[src/rtl/memory_bank_pipelined.sv]
// rtl/memory_bank_pipelined.sv - line-granular memory bank with fixed access latency
// One request in flight; byte-masked writes commit and respond on the BUSY->RESP edge.
module memory_bank_pipelined #(
  parameter int MEMORY_LINE_LENGTH  = 256,
  parameter int MEMORY_ADDRESS_SIZE = 2,
  parameter int LATENCY             = 5
) (
  input  logic                              clk,
  input  logic                              reset,
  input  logic                              req_valid,
  output logic                              req_ready,
  input  logic                              req_write,
  input  logic [MEMORY_ADDRESS_SIZE-1:0]    req_addr,
  input  logic [0:MEMORY_LINE_LENGTH-1]     req_data,
  input  logic [0:MEMORY_LINE_LENGTH/8-1]   req_be,
  output logic                              resp_valid,
  output logic                              resp_write,
  output logic [0:MEMORY_LINE_LENGTH-1]     resp_data
);

  localparam int NB    = MEMORY_LINE_LENGTH / 8;
  localparam int DEPTH = 2 ** MEMORY_ADDRESS_SIZE;
  localparam int CNT_W = $clog2(LATENCY) + 1;
  localparam logic [CNT_W-1:0] CNT_LAST = CNT_W'(LATENCY - 1);

  typedef enum logic [1:0] {IDLE, BUSY, RESP} state_t;

  state_t                            state_q, state_d;
  logic [CNT_W-1:0]                  cnt_q, cnt_d;
  logic                              write_q;
  logic [MEMORY_ADDRESS_SIZE-1:0]    addr_q;
  logic [0:MEMORY_LINE_LENGTH-1]     data_q;
  logic [0:NB-1]                     be_q;
  logic [0:MEMORY_LINE_LENGTH-1]     mem_q [DEPTH];
  logic                              resp_write_q;
  logic [0:MEMORY_LINE_LENGTH-1]     resp_data_q;
  logic [0:MEMORY_LINE_LENGTH-1]     merged_line;
  logic                              accept;
  logic                              commit;

  assign req_ready  = (state_q == IDLE);
  assign resp_valid = (state_q == RESP);
  assign resp_write = resp_write_q;
  assign resp_data  = resp_data_q;
  assign accept     = (state_q == IDLE) && req_valid;
  assign commit     = (state_q == BUSY) && (cnt_q == CNT_LAST);

  always_comb begin
    state_d = state_q;
    cnt_d   = cnt_q;
    unique case (state_q)
      IDLE: begin
        if (req_valid) begin
          state_d = BUSY;
          cnt_d   = '0;
        end
      end
      BUSY: begin
        if (cnt_q == CNT_LAST) state_d = RESP;
        else                   cnt_d   = cnt_q + 1'b1;
      end
      RESP:    state_d = IDLE;
      default: state_d = IDLE;
    endcase
  end

  // Reads pass the line through unchanged, so one merge path serves both kinds of access.
  always_comb begin
    merged_line = mem_q[addr_q];
    for (int i = 0; i < NB; i++) begin
      if (write_q && be_q[i]) merged_line[8*i +: 8] = data_q[8*i +: 8];
    end
  end

  always_ff @(posedge clk or negedge reset) begin
    if (!reset) begin
      state_q      <= IDLE;
      cnt_q        <= '0;
      write_q      <= 1'b0;
      addr_q       <= '0;
      data_q       <= '0;
      be_q         <= '0;
      resp_write_q <= 1'b0;
      resp_data_q  <= '0;
      for (int i = 0; i < DEPTH; i++) mem_q[i] <= '0;
    end else begin
      state_q <= state_d;
      cnt_q   <= cnt_d;
      if (accept) begin
        write_q <= req_write;
        addr_q  <= req_addr;
        data_q  <= req_data;
        be_q    <= req_be;
      end
      if (commit) begin
        mem_q[addr_q] <= merged_line;
        resp_data_q   <= merged_line;
        resp_write_q  <= write_q;
      end
    end
  end

endmodule

[config.mk]
export PLATFORM = sky130hd
export DESIGN_NAME = memory_bank_pipelined
export DESIGN_NICKNAME = d
export VERILOG_FILES = /design/src/rtl/memory_bank_pipelined.sv
export SDC_FILE = /design/constraint.sdc
export NUM_CORES = 2
export LEC_CHECK = 0
export ABC_AREA = 1
export BUFFER_PORTS_ARGS = -buffer_cell sky130_fd_sc_hd__buf_2
export CORE_UTILIZATION = 55
export DETAILED_ROUTE_END_ITERATION = 12
export PLACE_DENSITY = 0.77
export SYNTH_ARGS = -nofsm -noshare
export SYNTH_HDL_FRONTEND = slang
export SYNTH_SLANG_ARGS = --single-unit
[constraint.sdc]
create_clock -name clk -period 1.6 [get_ports clk]
set_input_delay 0.16 -clock clk [delete_from_list [all_inputs] [get_ports clk]]
set_output_delay 0.16 -clock clk [all_outputs]
set_load 0.01 [all_outputs]
---- Word-level counts from Yosys, hierarchy flattened ----
Cells that the tools add are included.
word-level totals
  flip-flop bits (word level) ............. 1578
  output and inout bits ................... 259
cells by class
  bitwise operators ....................... 1
  magnitude comparators ................... 2
  reduce and logical (&&, ||, !) cells .... 39
  mux-type cells .......................... 44
  equal/unequal tests ..................... 6
  add/sub/neg operators ................... 1
operators by type and width
  kind                 count
  $bwmux 1024          1
  $mux 256             3
  $bmux 256 s2         1
  $demux 256 s2        1
  $mux 8               32
  $logic_and 1x1->1    35
  $mux 4               2
  $pmux 4 s2           1
  $add 4x1->4 const B  1
  $eq 4x3->1 const B   1
  $mux 2               2
  $ne 2x2->1 const B   2
  $pmux 2 s2           1
  $ge 3x3->1 const B   1
  $lt 3x1->1 const B   1
  $not 2->3            1
  $reduce_and 3->1     1
  $eq 2x1->1 const B   1
  $eq 2x2->1 const B   1
  $logic_not 2->1      1
  $ne 2x1->1 const B   1
  $reduce_and 2->1     1
  $reduce_bool 2->1    1

---- Longest topological paths before layout ----
  depth after elaboration ................. 6
  mapped depth ............................ 11

---- Worst setup path before layout ----
Ideal clock, no wire load.
  path kind ............................... flip-flop to flip-flop
  from .................................... reg cnt_q[0]
  to ...................................... reg mem_q[1000] (netlist name)
  cell stages (with the launch flop) ...... 12
  buffers on the path ..................... 2
  path slack .............................. -12 ps
  arrival ................................. 1494 ps
  path through ............................ dfrtp_1 > inv_1 > ha_1 > nand3_2 > inv_2 > nand2_4 > nor2_4 > inv_2 > buf_6 > clkbuf_1 > nand2_1 > nand2_1
between the ends
  longest elaborated chain between the ends .. 2
RTL lines
  what                            RTL line  source
  start: declaration              29        logic [CNT_W-1:0] cnt_q, cnt_d;
  start signal: assignment        88        cnt_q <= cnt_d;
  $eq 4x3->1                      46        assign commit = (state_q == BUSY) && (cnt_q == CNT_LAST);
  $logic_and 1x1->1               46
  end signal: indexed assignment  96        mem_q[addr_q] <= merged_line;
  end: declaration                34        logic [0:MEMORY_LINE_LENGTH-1] mem_q [DEPTH];
No other way between the ends.
A chain may end at the register's enable or synchronous reset.

---- Worst setup path in the final report ----
  from .................................... reg cnt_q[0]
  to ...................................... reg mem_q[180] (netlist name)
Same word-level chain as after synthesis.

==> impl_metrics.py <==
metrics = {
    "setup_path": {
        "cp.required_ns": 2.27,
        "rrSetupSlack_ns": -0.30,
        "crit_type": "reg -> reg",
        "cpMostUsedCell": "nand2_1",
        "critPathArrivalTime_ns": 2.57,
        "ff2ff_path_depth": 12,
        "worstReg2RegStart": "cnt_q[0]$_DFFE_PN0P_",
        "crit_path_cell_trace": "inv_2 > ha_4 > nand3_4 > inv_4 > nand2_8 > nor2_4 > buf_4 > clkbuf_16 > inv_12 > buf_16 > nand2_1 > nand2_1",
        "cp_slowest_cell": "dfrtp_1",
        "reg2reg_to": "mem_q[180]$_DFFE_PN0P_",
        "cp-end-kind": "flop",
        "critical_path.top_delay_family": "buffers and inverters",
        "critPathLaunchType": "flop",
        "critPathMaxFanout": 14,
        "critical-path-max-stage-delay_ns": 0.39,
        "cp_num_buf_inv": 6,
    },
    "min_path": {
        "hold_depth": 3,
        "hold_class": "in -> reg",
        "hold_end": "data_q[76]$_DFFE_PN0P_",
        "hp-start": "req_data[76]",
    },
    "drt": {
        "drt_iter0_markers": 9324,
        "vias": 72067,
        "routed_wl_microns": 263000,
        "drt_first_pass_iters": 10,
        "viasPerCell": 5.90,
        "route.detailed.drc": 0,
        "post_drt_wl_per_cell_microns": 21.6,
        "drtAntennaViolNets": 0,
    },
    "synthesis": {
        "synth_area_leaders": "dfrtp_1, nand2_1, nand3_1",
        "synth_area_leader_cell": "dfrtp_1",
        "yosysUniqueCellTypes": 21,
        "ys_seq_elements": 1578,
        "yosysSeqAreaShare": 0.546,
        "syn_area_per_cell_sq_um": 7.83,
        "yosys_warnings": 0,
        "syn_inst": 9234,
        "synthesis.nets": 9530,
        "syn_area_sq_um": 72300,
        "synth_top_area_share": 0.546,
    },
    "global_routing": {
        "grt_pass1_vias": 69646,
        "grt_max_degree": 91,
        "grt-ovfl-total": 0,
        "antenna_found_initial": 7,
        "grt_usage": 0.363,
        "grt_pass1_wl_microns": 380000,
    },
    "cts": {
        "cts_made_buffers": 164,
        "h-tree-depth": 4,
        "clk_pin_slew_worst_paths_ns": 0.07,
        "clk_latency_ns": 0.81,
        "cts_root_buffer": "clkbuf_16",
        "clk_path_buf_depth": 3,
        "clock_sinks": 1578,
        "cts_tree": "built",
    },
    "finish": {
        "layoutNonFillerInstCount": 12209,
        "num-nets-final": 10624,
        "layout-drive-gt1-share": 0.165,
        "fill_cells": 8977,
        "layout_commonest_cell": "nand2_1",
        "area_growth_syn_to_layout_pct": 29.2,
        "layout_common_cells": "nand2_1, dfrtp_1, nand3_1",
        "stdcell_area_sq_um": 93400,
        "seqCellArea_sq_um": 39500,
        "multi_input_area_sq_um": 30200,
    },
    "die": {
        "ios": 553,
        "initial_core_util": 0.556,
        "die-area_sq_um": 133000,
        "core.rowCount": 132,
        "die_x_microns": 365,
        "dieHeight_microns": 365,
        "core-area_sq_um": 130000,
    },
    "sta": {
        "skew_ns": 0.0346,
        "hold_viol_final": 0,
        "fin_ws_ns": -0.296,
        "fin_crit_ns": 1.90,
        "setup_violations": 1411,
        "setup-tns-final_ns": -257.45,
        "fin_crit_sh": 1.18,
        "fmaxAchievable_mhz": 527,
        "finalMaxSlewViolations": 0,
        "worst_slew_pin_slew_ns": 0.745,
        "grt_setup_unrepaired": "true",
        "maxSlewHeadroom": 0.502,
    },
    "flow_run": {
        "cap_viol_max_count": 0,
    },
    "placed_design": {
        "dp_hpwl_microns": 144000,
        "placedInstanceArea_sq_um": 80600,
        "io_buffers": 552,
        "dp_worst_setup_slack_ns": -0.214,
        "placed_cells": 11477,
        "place_congestion": 0.898,
    },
    "power": {
        "power_density_nw_per_um2": 1990,
        "max-vdd-ir-drop_v": 0.00171,
        "finalPower_mw": 186,
        "p_leak_nw": 51.2,
    },
    "run_status": {
        "status": "finished with violations",
        "violations": "setup timing",
    },
}
## worst min-delay path: cells and delay by family
family                 cells  cell delay (ns)
multiplexers               1             0.12
buffers and inverters      2             0.60
## cell families (layout without fill, tap and decap cells)
family | after synthesis | after routing | share of synthesized area
fa+ha+maj | 2 | 2 | 0.000346
xor+xnor | 1 | 1 | 0.000121
mux | 117 | 117 | 0.0182
simple gates | 6634 | 6634 | 0.375
compound gates | 178 | 178 | 0.0123
buf+inv | 724 | 1952 | 0.0482
other cells | 0 | 5 | 0
flops | 1578 | 1578 | 0.546
## synth_stat cells, drive strengths merged
cell type	n
buf	431
inv	207
nor2	183
nand3	1543
nand2	4823
mux2	117
or2	85
o21ai	4
a21oi	174
ha	2
clkbuf	86
dfrtp	1578
xor2	1
## worst max-delay path by stage
stage | to | cells past startpoint | startpoint | slack (ns)
after global placement | mem_q[118]$_DFFE_PN0P_ | 9 | addr_q[0]$_DFFE_PN0P_ | -0.23
final | mem_q[180]$_DFFE_PN0P_ | 12 | cnt_q[0]$_DFFE_PN0P_ | -0.30
after detailed placement | addr_q[0]$_DFFE_PN0P_ | 8 | state_q[0]$_DFFE_PN0P_ | -0.21
after floorplan | mem_q[235]$_DFFE_PN0P_ | 11 | cnt_q[0]$_DFFE_PN0P_ | 0.005
after global routing | mem_q[148]$_DFFE_PN0P_ | 12 | cnt_q[0]$_DFFE_PN0P_ | -0.39
after CTS | resp_valid | 4 | state_q[1]$_DFFE_PN0P_ | -0.22
## area by class of cell
class                           count  area share
Multi-Input combinational cell   6932       0.323
Clock buffer                      244      0.0528
Timing Repair inverter             11     0.00197
Antenna cell                        5    0.000134
Clock inverter                     56     0.00861
Sequential cell                  1578       0.423
Tap cell                         1742      0.0233
Timing Repair Buffer             1434       0.158
Inverter                          207     0.00967
## layer usage
layer / track usage / vias to the layer above / part of all wire / wire length (microns)
met1: 0.462 / 34268 / 0.36 / 94400
met3: 0.0796 / 1317 / 0.12 / 31000
met5: 0 / - / 0.00022 / 59
met2: 0.573 / 5014 / 0.46 / 120000
li1: - / 31462 / - / -
met4: 0.208 / 6 / 0.068 / 17900
## report_power, final
part | internal [mW] | switching, mW | total [mW]
Clock | 23.7 | 17.0 | 40.7
Sequential | 57.4 | 10.6 | 67.9
Combinational | 28.1 | 48.7 | 76.8
## metrics by stage
stage,hold WS [ns],utilization
2_1_floorplan,-0.136,-
3_3_place_gp,0.0718,0.620
3_5_place_dp,0.0716,0.620
4_1_cts,0.0777,0.694
5_1_grt,0.117,0.718
6_report,0.111,0.719
## flip-flops by register name (all words and copies together), names as in the netlist
signal / count
write_q: 1
addr_q: 2
state_q: 2
cnt_q: 4
data_q: 256
be_q: 32
resp_write: 1
mem_q: 1024
resp_data: 256
## timing repair
item | 4_1_cts | 5_1_grt
pin swaps | 10 | 30
gates cloned | 19 | 80
endpoints found under the hold margin | 1869 | 0
buffers inserted | 9 | 26
hold buffers | 294 | 0
setup endpoints to repair | 1427 | 1455
gates resized for setup | 90 | 265
Power figures use the tool's default switching activity.
